### config.mk
export PLATFORM = sky130hd
export DESIGN_NAME = uart_rx_history
export DESIGN_NICKNAME = d
export VERILOG_FILES = /design/src/rtl/uart_rx_history.sv
export SDC_FILE = /design/constraint.sdc
export NUM_CORES = 1
export LEC_CHECK = 0
export BUFFER_PORTS_ARGS = -buffer_cell sky130_fd_sc_hd__buf_2
export CORE_AREA = 8 8 102 123
export CTS_CLUSTER_SIZE = 40
export DETAILED_ROUTE_END_ITERATION = 6
export DIE_AREA = 0 0 110 131
export SLEW_MARGIN = 0
export SYNTH_ARGS = -nofsm -noshare
export SYNTH_HDL_FRONTEND = slang
export SYNTH_SLANG_ARGS = --single-unit
### constraint.sdc
create_clock -name clk -period 4.65 [get_ports clk]
set_input_delay 0.2325 -clock clk [delete_from_list [all_inputs] [get_ports clk]]
set_output_delay 0.2325 -clock clk [all_outputs]
set_load 0.005 [all_outputs]
### src/rtl/uart_rx_history.sv
// uart_rx_history: oversampling UART receiver feeding a FIFO-deep byte history.
// RX is sampled through a two-flop synchroniser and deserialised LSB first.
// Each good frame shifts the history down and writes the new byte into RXBUF[FIFO-1].
// Optional feature macro: UART_RX_PARITY_EN.
//   Defined   : 8E1 frames with a PARITY state, and parity_err is active.
//   Undefined : 8N1 frames, and parity_err is tied to 0.
module uart_rx_history #(
   parameter int CLKS_PER_BIT = 868,
   parameter int DATA_BITS    = 8,
   parameter int FIFO         = 4
) (
   input  logic                           clk,
   input  logic                           rst,
   input  logic                           RX,
   output logic [0:FIFO-1][DATA_BITS-1:0] RXBUF,
   output logic                           data_available,
   output logic                           frame_err,
   output logic                           parity_err,
   output logic                           rx_busy
);

   localparam int CNT_W = $clog2(CLKS_PER_BIT);
   localparam int IDX_W = (DATA_BITS > 1) ? $clog2(DATA_BITS) : 1;

   localparam logic [CNT_W-1:0] HALF_CNT = CNT_W'(CLKS_PER_BIT / 2 - 1);
   localparam logic [CNT_W-1:0] LAST_CNT = CNT_W'(CLKS_PER_BIT - 1);
   localparam logic [IDX_W-1:0] LAST_IDX = IDX_W'(DATA_BITS - 1);

   localparam logic [2:0] IDLE   = 3'd0;
   localparam logic [2:0] START  = 3'd1;
   localparam logic [2:0] DATA   = 3'd2;
`ifdef UART_RX_PARITY_EN
   localparam logic [2:0] PARITY = 3'd3;
`endif
   localparam logic [2:0] STOP   = 3'd4;
   localparam logic [2:0] BREAK  = 3'd5;

   logic                 rx_meta;
   logic                 rxs;
   logic [2:0]           state;
   logic [CNT_W-1:0]     cnt;
   logic [IDX_W-1:0]     bit_idx;
   logic [DATA_BITS-1:0] shreg;
   logic                 par_mis;

`ifndef UART_RX_PARITY_EN
   // Without parity there is never a mismatch, so the STOP decision reduces to the stop bit.
   assign par_mis    = 1'b0;
   assign parity_err = 1'b0;
`endif

   assign rx_busy = (state != IDLE);

   // Two-flop synchroniser for the asynchronous pin, preset to the idle-high level.
   always_ff @(posedge clk) begin
      if (rst) begin
         rx_meta <= 1'b1;
         rxs     <= 1'b1;
      end else begin
         // NOTE: non-blocking assignments let every flop here sample the pre-edge value,
         // which is what makes this a two-stage chain rather than a single wire.
         rx_meta <= RX;
         rxs     <= rx_meta;
      end
   end

   // Frame FSM: bit timing, deserialisation, history push and the single-cycle status pulses.
   always_ff @(posedge clk) begin
      if (rst) begin
         state          <= IDLE;
         cnt            <= '0;
         bit_idx        <= '0;
         shreg          <= '0;
         // NOTE: the history is cleared on reset because the pager and LEDs show every entry
         // and must not display garbage; it is a few registers, not a RAM.
         RXBUF          <= '0;
         data_available <= 1'b0;
         frame_err      <= 1'b0;
`ifdef UART_RX_PARITY_EN
         parity_err     <= 1'b0;
         par_mis        <= 1'b0;
`endif
      end else begin
         data_available <= 1'b0;
         frame_err      <= 1'b0;
`ifdef UART_RX_PARITY_EN
         parity_err     <= 1'b0;
`endif
         case (state)
            IDLE: begin
               if (!rxs) begin
                  state <= START;
                  cnt   <= '0;
`ifdef UART_RX_PARITY_EN
                  par_mis <= 1'b0;
`endif
               end
            end

            START: begin
               if (cnt == HALF_CNT) begin
                  cnt <= '0;
                  if (!rxs) begin
                     state   <= DATA;
                     bit_idx <= '0;
                  end else begin
                     // The line rose again before mid start bit, so this was a glitch.
                     state <= IDLE;
                  end
               end else begin
                  cnt <= cnt + 1'b1;
               end
            end

            DATA: begin
               if (cnt == LAST_CNT) begin
                  cnt            <= '0;
                  shreg[bit_idx] <= rxs;
                  if (bit_idx == LAST_IDX) begin
                     bit_idx <= '0;
`ifdef UART_RX_PARITY_EN
                     state   <= PARITY;
`else
                     state   <= STOP;
`endif
                  end else begin
                     bit_idx <= bit_idx + 1'b1;
                  end
               end else begin
                  cnt <= cnt + 1'b1;
               end
            end

`ifdef UART_RX_PARITY_EN
            PARITY: begin
               if (cnt == LAST_CNT) begin
                  cnt     <= '0;
                  // Even parity: the parity bit must equal the XOR of the data bits.
                  par_mis <= (rxs != ^shreg);
                  state   <= STOP;
               end else begin
                  cnt <= cnt + 1'b1;
               end
            end
`endif

            STOP: begin
               if (cnt == LAST_CNT) begin
                  cnt <= '0;
                  if (rxs) begin
                     state <= IDLE;
                     if (!par_mis) begin
                        for (int i = 0; i < FIFO - 1; i++) begin
                           RXBUF[i] <= RXBUF[i+1];
                        end
                        RXBUF[FIFO-1]  <= shreg;
                        data_available <= 1'b1;
                     end
`ifdef UART_RX_PARITY_EN
                     else begin
                        parity_err <= 1'b1;
                     end
`endif
                  end else begin
                     // A low stop bit is a framing error; wait in BREAK so a held-low line
                     // reports only once.
                     state     <= BREAK;
                     frame_err <= 1'b1;
`ifdef UART_RX_PARITY_EN
                     parity_err <= par_mis;
`endif
                  end
               end else begin
                  cnt <= cnt + 1'b1;
               end
            end

            BREAK: begin
               if (rxs) begin
                  state <= IDLE;
               end
            end

            default: begin
               state <= IDLE;
               cnt   <= '0;
            end
         endcase
      end
   end

endmodule

==> flow_metrics.tcl, run 1 <==
set metrics [dict create \
    status "finished, final reports clean" \
    worst_ep_required_time_ns 4.89 \
    syn_inst 312 \
    synth_edf_count 0 \
    slowest_delay_ns 0.89 \
    arrival_ns 2.92 \
    drv_slew 0 \
    total_power_mw 1.35 \
    critPathKind "flop to flop" \
    grt_max_degree 62 \
    setup_violations 0 \
    pwr-share-comb_pct 4.8 \
    cts_buffers 9 \
    worstSkewPairLatency_ns 0.32 \
    end_kind "flop" \
    overflow 0 \
    cts_resized 0 \
    switching_share_pct 20.8 \
    synth_ff_type "dfxtp_1" \
    peakVddDrop_mv 0.134 \
    rsz0062_at_grt "false" \
    r2r_setup_slack_ns 1.97 \
    max_slew_margin_pct 26.2 \
    fmax_mhz 374 \
    critPathBufInv 0 \
    synth_area_um2 2590 \
    setup_tns_ns 0 \
    ctsLongestPathBuffers 2 \
    drt-pass1-iter-count 4 \
    layoutNonFillerInstCount 478 \
    coreArea_um2 10700 \
    grt_pass1_wl_um 9350 \
    timing.rr.end "RXBUF[1]" \
    crit_chain "or4_4 -> or3_4 -> nor3_4 -> nand2_1 -> a21oi_1" \
    htreeDepth 3 \
    power_density_nw_per_um2 423 \
    clockPowerShare_pct 55.9 \
    r2r_cells 5 \
    yosysSeqAreaShare_pct 46.3 \
    num_rows 42 \
    start_util_pct 24.3 \
    wire_per_inst_um 11.8 \
    synth_nets 319 \
    cts_tree "done" \
    hold_viol_final 0 \
    switchingPower_uw 281 \
    critPathSlowestCell "nor3_4" \
    hold_path.class "primary input to flop" \
    drt_iter0_drc 136 \
    postCtsHoldBufs 0 \
    cts_setup_buffers 0 \
    cp_top_family "simple AND/OR/NAND/NOR gates" \
    p_leak_nw 1.24 \
    nNetsFinal 348 \
    die_x_um 110 \
    grt_pass1_vias 1983 \
    num-fill-cells 1130 \
    whs_ns 0.0912 \
    critPathMaxFanout 32 \
    ant_nets 0 \
    final_layout_size_suffix_gt1_share_pct 19.4 \
    dp_cells 462 \
    antenna_found_initial 0 \
    holdPathStages 2 \
    area.growth.synth_to_final_pct 22.9 \
    seqPwrFrac_pct 39.2 \
    r2r-start "cnt[2]" \
    antenna_cells 0 \
    vias 2179 \
    fin_util_pct 29.9 \
    clock-sinks 60 \
    vias_per_cell 4.56 \
    cp-start-kind "flop" \
    layout.cells.most_common "nand2_1" \
    worst_clock_skew_ns 0.00338 \
    synth-async-reset-ratio_pct 0 \
    avgSynthCellArea_um2 8.31 \
    root_buffer "clkbuf_16" \
    hold_path.startpoint "RX" \
    track_usage_pct 8.26 \
    post-route-drc-count 0 \
    hold_end "rx_meta" \
    port_buffers 37 \
    ys_ff_latch 60 \
    dieArea_um2 14400 \
    internal_power_mw 1.07 \
    place_hpwl_um 3820 \
    gp_congestion 0.764 \
    path_clk_slew_ns 0.05 \
    ys_types 49 \
    ys_warn_count 0 \
    die_height_um 131 \
    ios 39 \
    maxCapViolations 0 \
    most-common-layout-cells "79 x nand2_1, 60 x dfxtp_1, 41 x a21oi_1, 37 x buf_2, 20 x nor2_1" \
    tightest_slew_ns 1.10 \
    finalWirelength_um 5660 \
    finalCritPeriodShare_pct 57.5 \
    fin_crit_ns 2.68 \
]
[routing by layer]
metal  vias to the layer above  global-route usage (%)  wire length [um]
li1                       1129                       -                 -
met2                        41                    13.2              2740
met3                        10                    3.39               388
met4                         0                    4.62               142
met5                         -                       0                 0
met1                       999                    9.06              2400
[worst max-delay path by stage]
stage	depth (start not counted)	to	from	slack, ns
after floorplan	7	RXBUF[10]	cnt[2]	2.50
after detailed placement	5	RXBUF[1]	cnt[2]	1.96
after global placement	5	RXBUF[1]	cnt[2]	1.98
after CTS	5	RXBUF[1]	cnt[2]	1.94
final	5	RXBUF[1]	cnt[2]	1.97
after global routing	5	RXBUF[1]	cnt[2]	1.71
[layout make-up]
type	instances	area, um2	area share, %
well taps	132	165	5.18
clock buffers	10	229	7.18
clock inverters	6	111	3.49
multi-input cells	229	1280	40.2
repair buffers	37	185	5.81
flip-flops and latches	60	1200	37.7
inverters	4	15.0	0.471
[kinds of logic after synthesis]
kind of cell / synth area share [%]
and+or+nand+nor: 28.2
AOI/OAI and AO/OA: 13.6
DFF: 46.3
buffers and inverters: 4.54
muxes: 4.30
adders and majority gates: 1.93
xor gates and xnor gates: 1.01
other: 0.145
[power groups by stage]
stage | Sequential [mW] | Clock [mW] | Combinational (mW)
floorplan | 0.534 | 0 | 0.0551
global route | 0.530 | 0.798 | 0.0750
finish | 0.529 | 0.754 | 0.0653
CTS | 0.528 | 0.773 | 0.0662
detailed placement | 0.539 | 0 | 0.0661
global placement | 0.539 | 0 | 0.0649
[state kept, by name, summed over array words and instances, names as in the netlist]
name            count
state               3
rx_meta             1
rxs                 1
RXBUF              32
cnt                10
bit_idx             3
data_available      1
shreg               8
frame_err           1
[cells in the mapped netlist, types with 4 or more instances]
master | number | share of area, %
inv_1 | 4 | 0.58
clkbuf_1 | 10 | 1.4
dfxtp_1 | 60 | 46
nor2_1 | 20 | 2.9
a21oi_1 | 41 | 7.9
nand3b_1 | 4 | 1.2
or2_2 | 4 | 0.97
nand2b_1 | 4 | 0.97
o21ai_0 | 6 | 1.2
a31oi_1 | 6 | 1.4
ha_1 | 4 | 1.9
nand2_1 | 79 | 11
nand3_1 | 6 | 1.2
buf_2 | 4 | 0.77
mux2i_1 | 10 | 3.9
[metrics by stage]
step,worst slack (ns),area [um2]
final,1.97,3190
after global routing,1.71,3190
after CTS,1.94,3190
after detailed placement,1.96,2850
after global placement,1.98,2850
after floorplan,2.50,2590
Note: power is estimated with default switching activity, not from simulation.
==> run 2, diff against run 1 <==
- ABC_AREA: not set -> 1
- CORE_AREA: 8 8 102 123 -> 8 8 104 125
- DIE_AREA: 0 0 110 131 -> 0 0 112 133
- clock period: 4.65 -> 2.3 ns (I/O delays scaled with it)
==> run 2 against run 1 <==
Compared with the run above:
- setup slack got worse by 1.6 ns
- first-iteration DRC count fell by 24%
- flip-flop and latch count did not move
- via count rose by 14%
- largest power group unchanged
==> flow_metrics.tcl, run 2 <==
set metrics [dict create \
    synth_nets 378 \
    ys_top_cells_by_area "dfxtp_1 45%, nand2_1 9.0%, nor2_1 9.0%" \
    num_rows 42 \
    grt_pass1_vias 2505 \
    ios 39 \
    rsz0062_at_grt "false" \
    worstSkewPairLatency_ns 0.33 \
    whs_ns 0.149 \
    synth-async-reset-ratio_pct 0 \
    gp_congestion 0.842 \
    dieArea_um2 14900 \
    synth_area_um2 2670 \
    vias_per_cell 4.55 \
    drv_slew 0 \
    power_density_nw_per_um2 985 \
    start_util_pct 24.4 \
    final_layout_size_suffix_gt1_share_pct 16.7 \
    yosysTopAreaCell "dfxtp_1" \
    ctsLongestPathBuffers 2 \
    htreeDepth 3 \
    cp-start-kind "flop" \
    hold_path.class "primary input to flop" \
    drt-pass1-iter-count 7 \
    regMostFlops "RXBUF" \
    critPathKind "flop to flop" \
    maxCapViolations 0 \
    nNetsFinal 415 \
    ys_ff_latch 60 \
    syn_inst 371 \
    ys_types 27 \
    root_buffer "clkbuf_16" \
    internal_power_mw 2.13 \
    clockPowerShare_pct 41.9 \
    reg_top3 "RXBUF: 32 flops, cnt: 10 flops, shreg: 8 flops" \
    final_cell_area_um2 3250 \
    switchingPower_mw 1.07 \
    setup_violations 0 \
    grt_max_degree 29 \
    pwr-share-comb_pct 21.9 \
    slowest_delay_ns 0.39 \
    synth_edf_count 0 \
    arrival_ns 2.17 \
    peakVddDrop_mv 0.365 \
    place_area_um2 2940 \
    place_hpwl_um 4650 \
    status "finished, final reports clean" \
    coreArea_um2 10900 \
    r2r_setup_slack_ns 0.39 \
    post-route-drc-count 0 \
    ys_warn_count 0 \
    fmax_mhz 525 \
    largest_register_ffs 32 \
    yosysSeqAreaShare_pct 45.1 \
    ant_nets 0 \
    cts_buffers 9 \
    switching_share_pct 33.5 \
    worst_ep_required_time_ns 2.56 \
    antenna_cells 0 \
    die_height_um 133 \
    netlist_top_cells_count "64 x nand2_1, 64 x nor2_1, 60 x dfxtp_1, 34 x o21ai_0, 31 x nor3_1" \
    crit_chain "ha_1 -> nand3_1 -> nor2_1 -> nand2_2 -> nor2_4 -> nand3_1 -> nand2_1 -> nand2_1 -> nor2_1" \
    cts_tree "done" \
    area.growth.synth_to_final_pct 21.9 \
    end_kind "flop" \
    path_clk_slew_ns 0.05 \
    worst_clock_skew_ns 0.00662 \
    vias 2482 \
    antenna_found_initial 0 \
    clock-sinks 60 \
    critPathSlowestCell "dfxtp_1" \
    synth_ff_type "dfxtp_1" \
    cts_resized 0 \
    track_usage_pct 9.30 \
    setup_tns_ns 0 \
    synth_top_area_share_pct 45.1 \
    avgSynthCellArea_um2 7.18 \
    die_x_um 112 \
    wire_per_inst_um 12.0 \
    port_buffers 37 \
    seqPwrFrac_pct 36.2 \
    drt_iter0_drc 104 \
    grt_pass1_wl_um 11500 \
    fin_crit_ns 1.91 \
    finalCritPeriodShare_pct 82.9 \
    most-common-layout-cells "64 x nand2_1, 64 x nor2_1, 60 x dfxtp_1, 37 x buf_2, 34 x o21ai_0" \
    p_leak_nw 1.46 \
    critPathMaxFanout 16 \
    hold_viol_final 0 \
    overflow 0 \
    finalWirelength_um 6560 \
]
-- run 2: changes by cell type after synthesis, moves of 6 or more --
cell	previous run	this run
nand3_1	6	25
mux2i_1	10	0
nor2_1	20	64
a31oi_1	6	0
nor3_1	2	31
a21oi_1	41	16
inv_1	4	30
nand2_1	79	64
o21ai_0	6	34
-- run 2: per-layer routing --
metal / GRT usage (%) / share of wire (%)
met1: 10.3 / 45
met2: 15.3 / 47
met3: 3.46 / 5.6
met4: 4.73 / 2.2
met5: 0 / 0
-- run 2: worst max-delay path: cells and delay by family, from the launching register on --
kind | cells | cell delay [ns]
adders and majority gates | 1 | 0.24
and+or+nand+nor | 8 | 1.18
DFF | 1 | 0.39
-- run 2: final timing paths --
check                              from          to  depth (start not counted)
worst min register to register  rx_meta         rxs                          1
worst max-delay path             cnt[0]    shreg[3]                          9
worst min-delay path                rst  bit_idx[1]                          2
worst max register to register   cnt[0]    shreg[3]                          9
-- run 2: layout make-up --
type,instances,area [um2]
fill,1206,7680
multi-input combinational,260,1220
inverter,33,124
clock buffer,9,225
sequential,60,1200
timing repair buffer,44,240
tap,132,165
clock inverter,7,75.1
-- run 2: cells by family after synthesis --
family                   after synthesis  synth area share [%]
XOR/XNOR                               2                 0.657
AND/OR/NAND/NOR                      198                  32.6
adder cells (fa/ha/maj)                4                  1.88
AO/OA/AOI/OAI                         55                  10.4
flip-flops                            60                  45.1
other                                  1                 0.141
buffers and inverters                 51                  9.20
-- run 2: metrics by stage --
step	util [%]	power, mW	setup WS (ns)	instances
2_1_floorplan	-	1.71	0.765	371
3_3_place_gp	26.9	1.86	0.524	528
3_5_place_dp	26.9	1.87	0.404	528
4_1_cts	29.7	3.23	0.389	545
5_1_grt	29.7	3.38	0.111	545
6_report	29.7	3.20	0.394	545
-- run 2: power by group through the flow --
stage | registers, mW | clock network (mW) | logic [mW]
floorplan | 1.16 | 0 | 0.550
global route | 1.17 | 1.40 | 0.813
CTS | 1.16 | 1.37 | 0.700
finish | 1.16 | 1.34 | 0.703
detailed placement | 1.18 | 0 | 0.694
global placement | 1.18 | 0 | 0.683
-- run 2: timing repair --
item / in CTS / in global routing
buffers inserted: 0 / 0
endpoints found under the hold margin: 1 / 0
hold buffers: 1 / 0
